$ cat src/rtl/mux_tree_pipe_pkg.sv
// Shared constants and elaboration helpers for the pipelined N:1 mux tree.
package mux_tree_pipe_pkg;

    localparam int TAG_W = 8;

    function automatic int clog2(input int n);
        int r;
        r = 0;
        while ((1 << r) < n) r++;
        return r;
    endfunction

    // One pipeline stage per pair of select bits.
    function automatic int n_levels(input int sel_w);
        return (sel_w + 1) / 2;
    endfunction

    // Words entering stage k; k = LEVELS yields the single output word.
    function automatic int words_at(input int n, input int k);
        int w;
        w = n;
        for (int i = 0; i < k; i++) w = (w + 3) / 4;
        return w;
    endfunction

    function automatic int link_off(input int n, input int k);
        int off;
        off = 0;
        for (int i = 0; i < k; i++) off += words_at(n, i);
        return off;
    endfunction

endpackage

$ cat src/rtl/mux_tree_pipe_stage.sv
// One tree level: FANIN:1 selects over groups of input words, then the stage
// register with its valid/ready handshake.
module mux_tree_pipe_stage
    import mux_tree_pipe_pkg::*;
#(
    parameter int WIDTH   = 32,
    parameter int N_WORDS = 32,
    parameter int FANIN   = 4,
    parameter int SEL_W   = 5
) (
    input  logic                                         clock,
    input  logic                                         reset,
    input  logic                                         i_valid,
    output logic                                         o_ready,
    input  logic [N_WORDS*WIDTH-1:0]                     i_data,
    input  logic [SEL_W-1:0]                             i_sel,
    input  logic [TAG_W-1:0]                             i_tag,
    input  logic                                         i_oob,
    output logic                                         o_valid,
    input  logic                                         i_ready,
    output logic [((N_WORDS+FANIN-1)/FANIN)*WIDTH-1:0]   o_data,
    output logic [SEL_W-1:0]                             o_sel,
    output logic [TAG_W-1:0]                             o_tag,
    output logic                                         o_oob
);
    localparam int SHIFT = (FANIN == 4) ? 2 : 1;
    localparam int N_OUT = (N_WORDS + FANIN - 1) / FANIN;
    localparam int PAD_W = N_OUT * FANIN * WIDTH;

    logic [PAD_W-1:0]       w_pad;
    logic [SHIFT-1:0]       w_lsel;
    logic [N_OUT*WIDTH-1:0] w_next;
    logic                   w_en;

    logic                   r_valid;
    logic [N_OUT*WIDTH-1:0] r_data;
    logic [SEL_W-1:0]       r_sel;
    logic [TAG_W-1:0]       r_tag;
    logic                   r_oob;

    // Zero-extend so missing slots of the last group read as 0.
    assign w_pad  = PAD_W'(i_data);
    assign w_lsel = i_sel[SHIFT-1:0];

    for (genvar j = 0; j < N_OUT; j++) begin : g_grp
        assign w_next[j*WIDTH +: WIDTH] = w_pad[(j*FANIN + int'(w_lsel))*WIDTH +: WIDTH];
    end

    assign w_en    = !r_valid || i_ready;
    assign o_ready = w_en;

    always_ff @(posedge clock) begin
        if (reset) begin
            r_valid <= 1'b0;
            r_data  <= '0;
            r_sel   <= '0;
            r_tag   <= '0;
            r_oob   <= 1'b0;
        end else if (w_en) begin
            r_valid <= i_valid;
            if (i_valid) begin
                r_data <= w_next;
                r_sel  <= i_sel >> SHIFT;
                r_tag  <= i_tag;
                r_oob  <= i_oob;
            end
        end
    end

    assign o_valid = r_valid;
    assign o_data  = r_data;
    assign o_sel   = r_sel;
    assign o_tag   = r_tag;
    assign o_oob   = r_oob;

endmodule

$ cat src/rtl/mux_tree_pipe.sv
// Pipelined N:1 word selector: a chain of registered 4:1 tree levels (2:1 for
// an odd leftover select bit) with valid/ready backpressure.
module mux_tree_pipe
    import mux_tree_pipe_pkg::*;
#(
    parameter int WIDTH  = 32,
    parameter int N_IN   = 32,
    // Derived; leave at default.
    parameter int SEL_W  = clog2(N_IN),
    parameter int LEVELS = n_levels(SEL_W)
) (
    input  logic                  clock,
    input  logic                  reset,
    input  logic                  in_valid,
    output logic                  in_ready,
    input  logic [N_IN*WIDTH-1:0] in_data,
    input  logic [SEL_W-1:0]      in_sel,
    input  logic [TAG_W-1:0]      in_tag,
    output logic                  out_valid,
    input  logic                  out_ready,
    output logic [WIDTH-1:0]      out_data,
    output logic [TAG_W-1:0]      out_tag,
    output logic                  out_oob
);
    localparam int LINK_W = (link_off(N_IN, LEVELS) + 1) * WIDTH;

    // Link k feeds stage k; link 0 is the input bus, link LEVELS the output word.
    logic [LINK_W-1:0]          w_link;
    logic [LEVELS:0]            w_valid;
    logic [LEVELS:0]            w_ready;
    logic [LEVELS:0]            w_oob;
    logic [LEVELS:0][SEL_W-1:0] w_sel;
    logic [LEVELS:0][TAG_W-1:0] w_tag;
    logic                       w_unused_sel;

    assign w_link[N_IN*WIDTH-1:0] = in_data;
    assign w_valid[0]      = in_valid;
    assign w_sel[0]        = in_sel;
    assign w_tag[0]        = in_tag;
    assign w_ready[LEVELS] = out_ready;
    assign in_ready        = w_ready[0];

    if (N_IN == (1 << SEL_W)) begin : g_no_oob
        assign w_oob[0] = 1'b0;
    end else begin : g_oob
        assign w_oob[0] = (in_sel >= SEL_W'(N_IN));
    end

    for (genvar k = 0; k < LEVELS; k++) begin : g_lvl
        localparam int NI  = words_at(N_IN, k);
        localparam int FI  = (2 * k + 1 == SEL_W) ? 2 : 4;
        localparam int NO  = (NI + FI - 1) / FI;
        localparam int OFI = link_off(N_IN, k) * WIDTH;
        localparam int OFO = OFI + NI * WIDTH;

        mux_tree_pipe_stage #(
            .WIDTH   (WIDTH),
            .N_WORDS (NI),
            .FANIN   (FI),
            .SEL_W   (SEL_W)
        ) u_stage (
            .clock   (clock),
            .reset   (reset),
            .i_valid (w_valid[k]),
            .o_ready (w_ready[k]),
            .i_data  (w_link[OFI +: NI*WIDTH]),
            .i_sel   (w_sel[k]),
            .i_tag   (w_tag[k]),
            .i_oob   (w_oob[k]),
            .o_valid (w_valid[k+1]),
            .i_ready (w_ready[k+1]),
            .o_data  (w_link[OFO +: NO*WIDTH]),
            .o_sel   (w_sel[k+1]),
            .o_tag   (w_tag[k+1]),
            .o_oob   (w_oob[k+1])
        );
    end

    assign out_valid    = w_valid[LEVELS];
    assign out_data     = w_link[LINK_W-WIDTH +: WIDTH];
    assign out_tag      = w_tag[LEVELS];
    assign out_oob      = w_oob[LEVELS];
    assign w_unused_sel = ^w_sel[LEVELS];

endmodule

$ cat config.mk
export PLATFORM = sky130hd
export DESIGN_NAME = mux_tree_pipe
export DESIGN_NICKNAME = d
export VERILOG_FILES = /design/src/rtl/mux_tree_pipe_pkg.sv /design/src/rtl/mux_tree_pipe_stage.sv /design/src/rtl/mux_tree_pipe.sv
export SDC_FILE = /design/constraint.sdc
export NUM_CORES = 1
export LEC_CHECK = 0
export ABC_CLOCK_PERIOD_IN_PS = 2200
export CAP_MARGIN = 40
export CORE_AREA = 2 2 418 420
export DETAILED_ROUTE_END_ITERATION = 10
export DIE_AREA = 0 0 420 422
export PLACE_DENSITY = 0.43
export SETUP_SLACK_MARGIN = 0.3
export SYNTH_ARGS = -nofsm -noshare
export SYNTH_HDL_FRONTEND = slang
export SYNTH_SLANG_ARGS = --single-unit
export TNS_END_PERCENT = 5
$ cat constraint.sdc
create_clock -name clock -period 2.2 [get_ports clock]
set_clock_uncertainty 0.15 [all_clocks]
set_input_delay 0.44 -clock clock [delete_from_list [all_inputs] [get_ports clock]]
set_output_delay 0.44 -clock clock [all_outputs]
set_load 0.02 [all_outputs]
Word-level counts from Yosys, hierarchy flattened
Index checks and enable logic that the tools add are counted.
{ "word_totals": {"out_inout_bits": 43, "word_cells": 39, "register_bits": 383} }
{ "op_classes": {"n_reduce_logical": 9, "addsub": 8, "shifts": 11} }
{ "ops": {"columns": ["operator", "n"], "rows": [
  ["variable part select 1024 x 32 -> 32 bit", 7],
  ["variable part select 1024 x 8 -> 32 bit", 1],
  ["variable part select 256 x 32 -> 32 bit", 1],
  ["variable part select 256 x 8 -> 32 bit", 1],
  ["variable part select 64 x 7 -> 32 bit", 1],
  ["adder 5 x 2 -> 6 bit (first input constant)", 4],
  ["adder 4 x 2 -> 5 bit (first input constant)", 2],
  ["adder 3 x 2 -> 4 bit (first input constant)", 2],
  ["AND reduction 2 bit", 3],
  ["zero test 1 bit", 3],
  ["logical OR 1 bit", 3]
]} }

Depth between registers and ports, before layout
{ "logic_depth": {"word_depth": 5, "ltp_mapped": 7, "ltp_nobuf": 4} }

By module
Synthesis repeated with hierarchy kept, for this count alone.
{ "hier_totals": {"hier_cells": 1400, "hier_area_um2": 20603.5} }
{ "modules_own_cells": {"columns": ["mod", "area_per_inst_um2", "instances", "seq_area_each_um2", "cells_each"], "rows": [
  ["mux_tree_pipe_stage (g_lvl[0].u_stage)", 14552.7, 1, 5385.2, 944],
  ["mux_tree_pipe_stage (g_lvl[1].u_stage)", 4093.9, 1, 1541.5, 282],
  ["mux_tree_pipe_stage (g_lvl[2].u_stage)", 1953.1, 1, 920.9, 173],
  ["mux_tree_pipe", 3.8, 1, 0.0, 1]
]} }

Worst setup path before layout
Ideal clock, no wire load.
{ "synth_timing": {"path_type": "input -> register", "startpoint": "input port in_sel[0]", "endpoint": "register g_lvl[0].u_stage.r_data[100]", "arrival_time_ps": 1651, "cell_stages": 5, "slack_ps": 282, "n_path_buf": 3, "setup_time_ps": 117, "path_cell_list": "clkbuf_1 -> buf_2 -> buf_4 -> mux4_2 -> a22o_1"} }
{ "synth_via": {"elab_chain_len": 2} }
{ "synth_rtl": {"columns": ["item", "line_no", "text"], "rows": [
  ["start, declared", "mux_tree_pipe.sv:17", "input logic [SEL_W-1:0] in_sel,"],
  ["adder 4 x 2 -> 5 bit", "mux_tree_pipe_stage.sv:46", "assign w_next[j*WIDTH +: WIDTH] = w_pad[(j*FANIN + int'(w_lsel))*WIDTH +: WIDTH];"],
  ["variable part select 1024 x 32 -> 32 bit", "mux_tree_pipe_stage.sv:46", null],
  ["end signal, assigned", "mux_tree_pipe_stage.sv:62", "r_data <= w_next;"],
  ["end, declared", "mux_tree_pipe_stage.sv:36", "logic [N_OUT*WIDTH-1:0] r_data;"]
]} }
Every way passes these cells.
A chain may end at the register's enable or synchronous reset.

Worst setup path in the final report
{ "layout_timing": {"startpoint": "register g_lvl[0].u_stage.r_valid", "endpoint": "output port in_ready"} }
{ "layout_via": {"elab_chain_len": 2} }
{ "layout_rtl": {"columns": ["item", "line_no", "text"], "rows": [
  ["start, declared", "mux_tree_pipe_stage.sv:35", "logic r_valid;"],
  ["start signal, assigned", "mux_tree_pipe_stage.sv:60", "r_valid <= i_valid;"],
  ["zero test 1 bit", "mux_tree_pipe_stage.sv:49", "assign w_en = !r_valid || i_ready;"],
  ["logical OR 1 bit", "mux_tree_pipe_stage.sv:49", null],
  ["end, declared", "mux_tree_pipe.sv:15", "output logic in_ready,"]
]} }
Every way passes these cells.

==> run summary <==
I/O Buffers = 1082
First-pass GRT wire length = 192400 um
Wire per inst = 30.62 um
CTS tree = yes
Crit path max fanout = 2
Vias = 18970
I/O pin count = 1084
Cell Count, Final, Fillers Out = 4905
FF-to-FF Start = g_lvl[2].u_stage.o_valid
GP Congestion = 0.9387
Top-count cell post-synth = dfxtp_1
EDFF count, synth = 0
FP Rows = 153
CP Launch Point = g_lvl[0].u_stage.o_valid
# clock sinks = 383
Area after DPL = 34500 um^2
Yosys cell types = 26
Final Max Slew Viols = 0
Reg2reg end = g_lvl[2].u_stage.o_data[3]
Die Ht = 422 um
Hpwl dp = 130700 um
Predominant post-synthesis flop cell = dfxtp_1
Slew Limit Headroom = 57.48%
Tmin final = 2.104 ns
Final wirelength = 150200 um
Max stage delay cell, worst path = dfxtp_2
Longest Clk Path Bufs = 3
FF-to-FF setup slack = 0.30 ns
Final Hold Fails = 0
Fill count = 18520
Synth area leader = dfxtp_1
Mean Syn Cell Area = 14.25 um^2
Arrival time worst endpoint = 1.51 ns
Worst setup EP type = primary output
Vias per std cell = 3.867
Drt first pass iters = 5
CP Cell Sequence = and4b_4 -> inv_4 -> buf_8 -> buf_12
CTS Buf Count = 50
Sequential fraction of the synthesis area = 38.63%
ANT nets after route = 0
Worst path required time = 1.61 ns
Worst-path clk slew = 0.06 ns
Htree depth = 2
Final Cell Area = 36280 um^2
Power Dens Cells = 596.9 nW/um^2
Largest net degree at the start of global routing = 52
Inst Count DP = 4789
WHS = 0.2575 ns
Initial core utilization = 11.48%
CP Capture Point = in_ready
Initial DRC count = 1425
Max frequency = 475.3 MHz
Asr flop ratio synth = 0%
Worst setup path class = register to primary output
Unrepaired setup endpoints after global routing = true
Fin nets = 3563
DIE WIDTH = 420 um
Leak = 12.81 nW
Most frequent cells after synthesis = 383 x dfxtp_1, 320 x a22o_1, 320 x mux4_2, 63 x a21oi_1, 63 x clkbuf_1
Slowest cell delay on critical path = 0.33 ns
Antenna violations before repair = 98
Crit start category = register
Vias in the first global route = 19590
Clk_lat worst skew = 0.61 ns
Mapped Area = 19850 um^2
Power Total = 21.66 mW
Root cell of the clock tree = clkbuf_16
Synth warnings = 0
Reg2Reg Depth = 6
Syn Nets = 2434
Status = completed
Mapped Cells = 1393
Util after Layout = 20.99%
Final setup vio count = 0
Full die area = 177200 um^2
Remaining DRCs = 0
Worst Tran Pin Value = 0.6365 ns
Hold WC Path Type = input pin to register
Worst vdd ir = 0.5934 mV
Gr usage total = 16.32%
Overflow after GRT = 0
Yosys reg bits = 383
Max-cap violations = 0
Top cell type's share of synthesized area = 38.63%
Final Cycle Share = 95.63%
Core ar. = 172900 um^2
Area Growth Syn to Fin = 82.79%
Area contributors post-synth = dfxtp_1 39%, mux4_2 36%, a22o_1 14%, mux2i_1 1.6%, a21oi_1 1.6%
Share of cells above drive strength 1 = 23.32%
-- report_power, final --
part	internal, mW	total (mW)	switching (mW)
sequential	7.39	7.70	0.315
clock	5.18	8.70	3.52
combinational	3.19	5.25	2.06
-- what timing repair did --
item,in CTS,in global routing
cloned,0,0
endpoints found under the hold margin,9,0
endpoints found under the setup margin,41,73
gates resized for setup,54,4
setup buffers,5,0
hold buffers,1,0
pin swaps,1,1
-- per-stage QoR --
stage | TNS [ns] | setup slack (ns)
after floorplan | 0 | 0.2825
after global placement | -75.78 | -0.3134
after detailed placement | -72.50 | -0.3097
after CTS | 0 | 0.01285
after global routing | 0 | 0.01210
final | 0 | 0.09616
-- registers in the layout (all words and copies together), names as in the netlist --
| signal | flops |
|---|---|
| g_lvl.u_stage.o_data | 352 |
| g_lvl.u_stage.o_sel | 4 |
| g_lvl.u_stage.o_tag | 24 |
| g_lvl.u_stage.o_valid | 3 |
-- worst min-delay path by stage --
stage	startpoint	endpoint	slack [ns]	cells past startpoint
after global placement	g_lvl[0].u_stage.o_data[244]	g_lvl[0].u_stage.o_data[244]	0.31	1
after floorplan	g_lvl[0].u_stage.o_data[254]	g_lvl[0].u_stage.o_data[254]	0.29	1
final	in_sel[3]	g_lvl[0].u_stage.o_sel[1]	0.26	3
after global routing	in_sel[3]	g_lvl[0].u_stage.o_sel[1]	0.21	3
after CTS	in_sel[3]	g_lvl[0].u_stage.o_sel[1]	0.18	3
after detailed placement	g_lvl[0].u_stage.o_data[24]	g_lvl[0].u_stage.o_data[24]	0.31	1
-- placed cells by master, fill, tap and decap left out, types with 2 or more instances in the layout --
| cell | instances |
|---|---|
| a211oi_1 | 32 |
| a21oi_1 | 63 |
| a21oi_4 | 2 |
| a22o_1 | 320 |
| buf_12 | 45 |
| buf_4 | 122 |
| buf_6 | 2 |
| buf_8 | 3 |
| bufinv_16 | 5 |
| clkbuf_1 | 5 |
| clkbuf_16 | 51 |
| clkbuf_2 | 2 |
| clkbuf_8 | 10 |
| clkdlybuf4s50_1 | 1036 |
| clkinv_2 | 15 |
| clkinv_8 | 2 |
| clkinvlp_4 | 3 |
| dfxtp_1 | 377 |
| dfxtp_2 | 4 |
| dfxtp_4 | 2 |
| diode_2 | 16 |
| dlygate4sd2_1 | 37 |
| inv_1 | 3 |
| inv_4 | 2 |
| inv_6 | 2 |
| mux2i_1 | 32 |
| mux4_2 | 320 |
| nand3_1 | 28 |
| nor3_4 | 2 |
| o21ai_0 | 28 |
-- layout make-up --
| cell class | count | area (um^2) | area share (%) |
|---|---|---|---|
| clock inverters | 28 | 304.0 | 0.8380 |
| multi-input cells | 834 | 11290 | 31.12 |
| repair buffers | 1249 | 12610 | 34.75 |
| diodes | 16 | 40.04 | 0.1103 |
| inverters | 4 | 17.52 | 0.04828 |
| clock buffers | 66 | 1433 | 3.948 |
| flip-flops and latches | 383 | 7680 | 21.17 |
| well taps | 2325 | 2909 | 8.018 |
-- worst max-delay path: cells and delay by family, from the launching register on --
kind          cells  cell delay [ns]
buf+inv           3             0.28
flops             1             0.33
simple gates      1             0.28
-- per-layer routing --
layer / share of wire (%) / vias to the layer above / track usage [%] / routed length [um]
li1: - / 8233 / - / -
met1: 44 / 9762 / 21.82 / 65840
met2: 48 / 759 / 27.10 / 72040
met3: 6.8 / 173 / 4.068 / 10280
met4: 1.2 / 40 / 1.847 / 1785
met5: 0.18 / - / 0 / 264
-- cell families (layout without fill, tap and decap cells) --
family          after synthesis  in the layout  share of synthesized area, %
mux                         352            352                         37.92
simple gates                 36             36                         1.072
other cells                   1             17                       0.01889
flops                       383            383                         38.63
buf+inv                     176           1347                         4.614
compound gates              445            445                         17.75
Note: power is estimated with default switching activity, not from simulation.
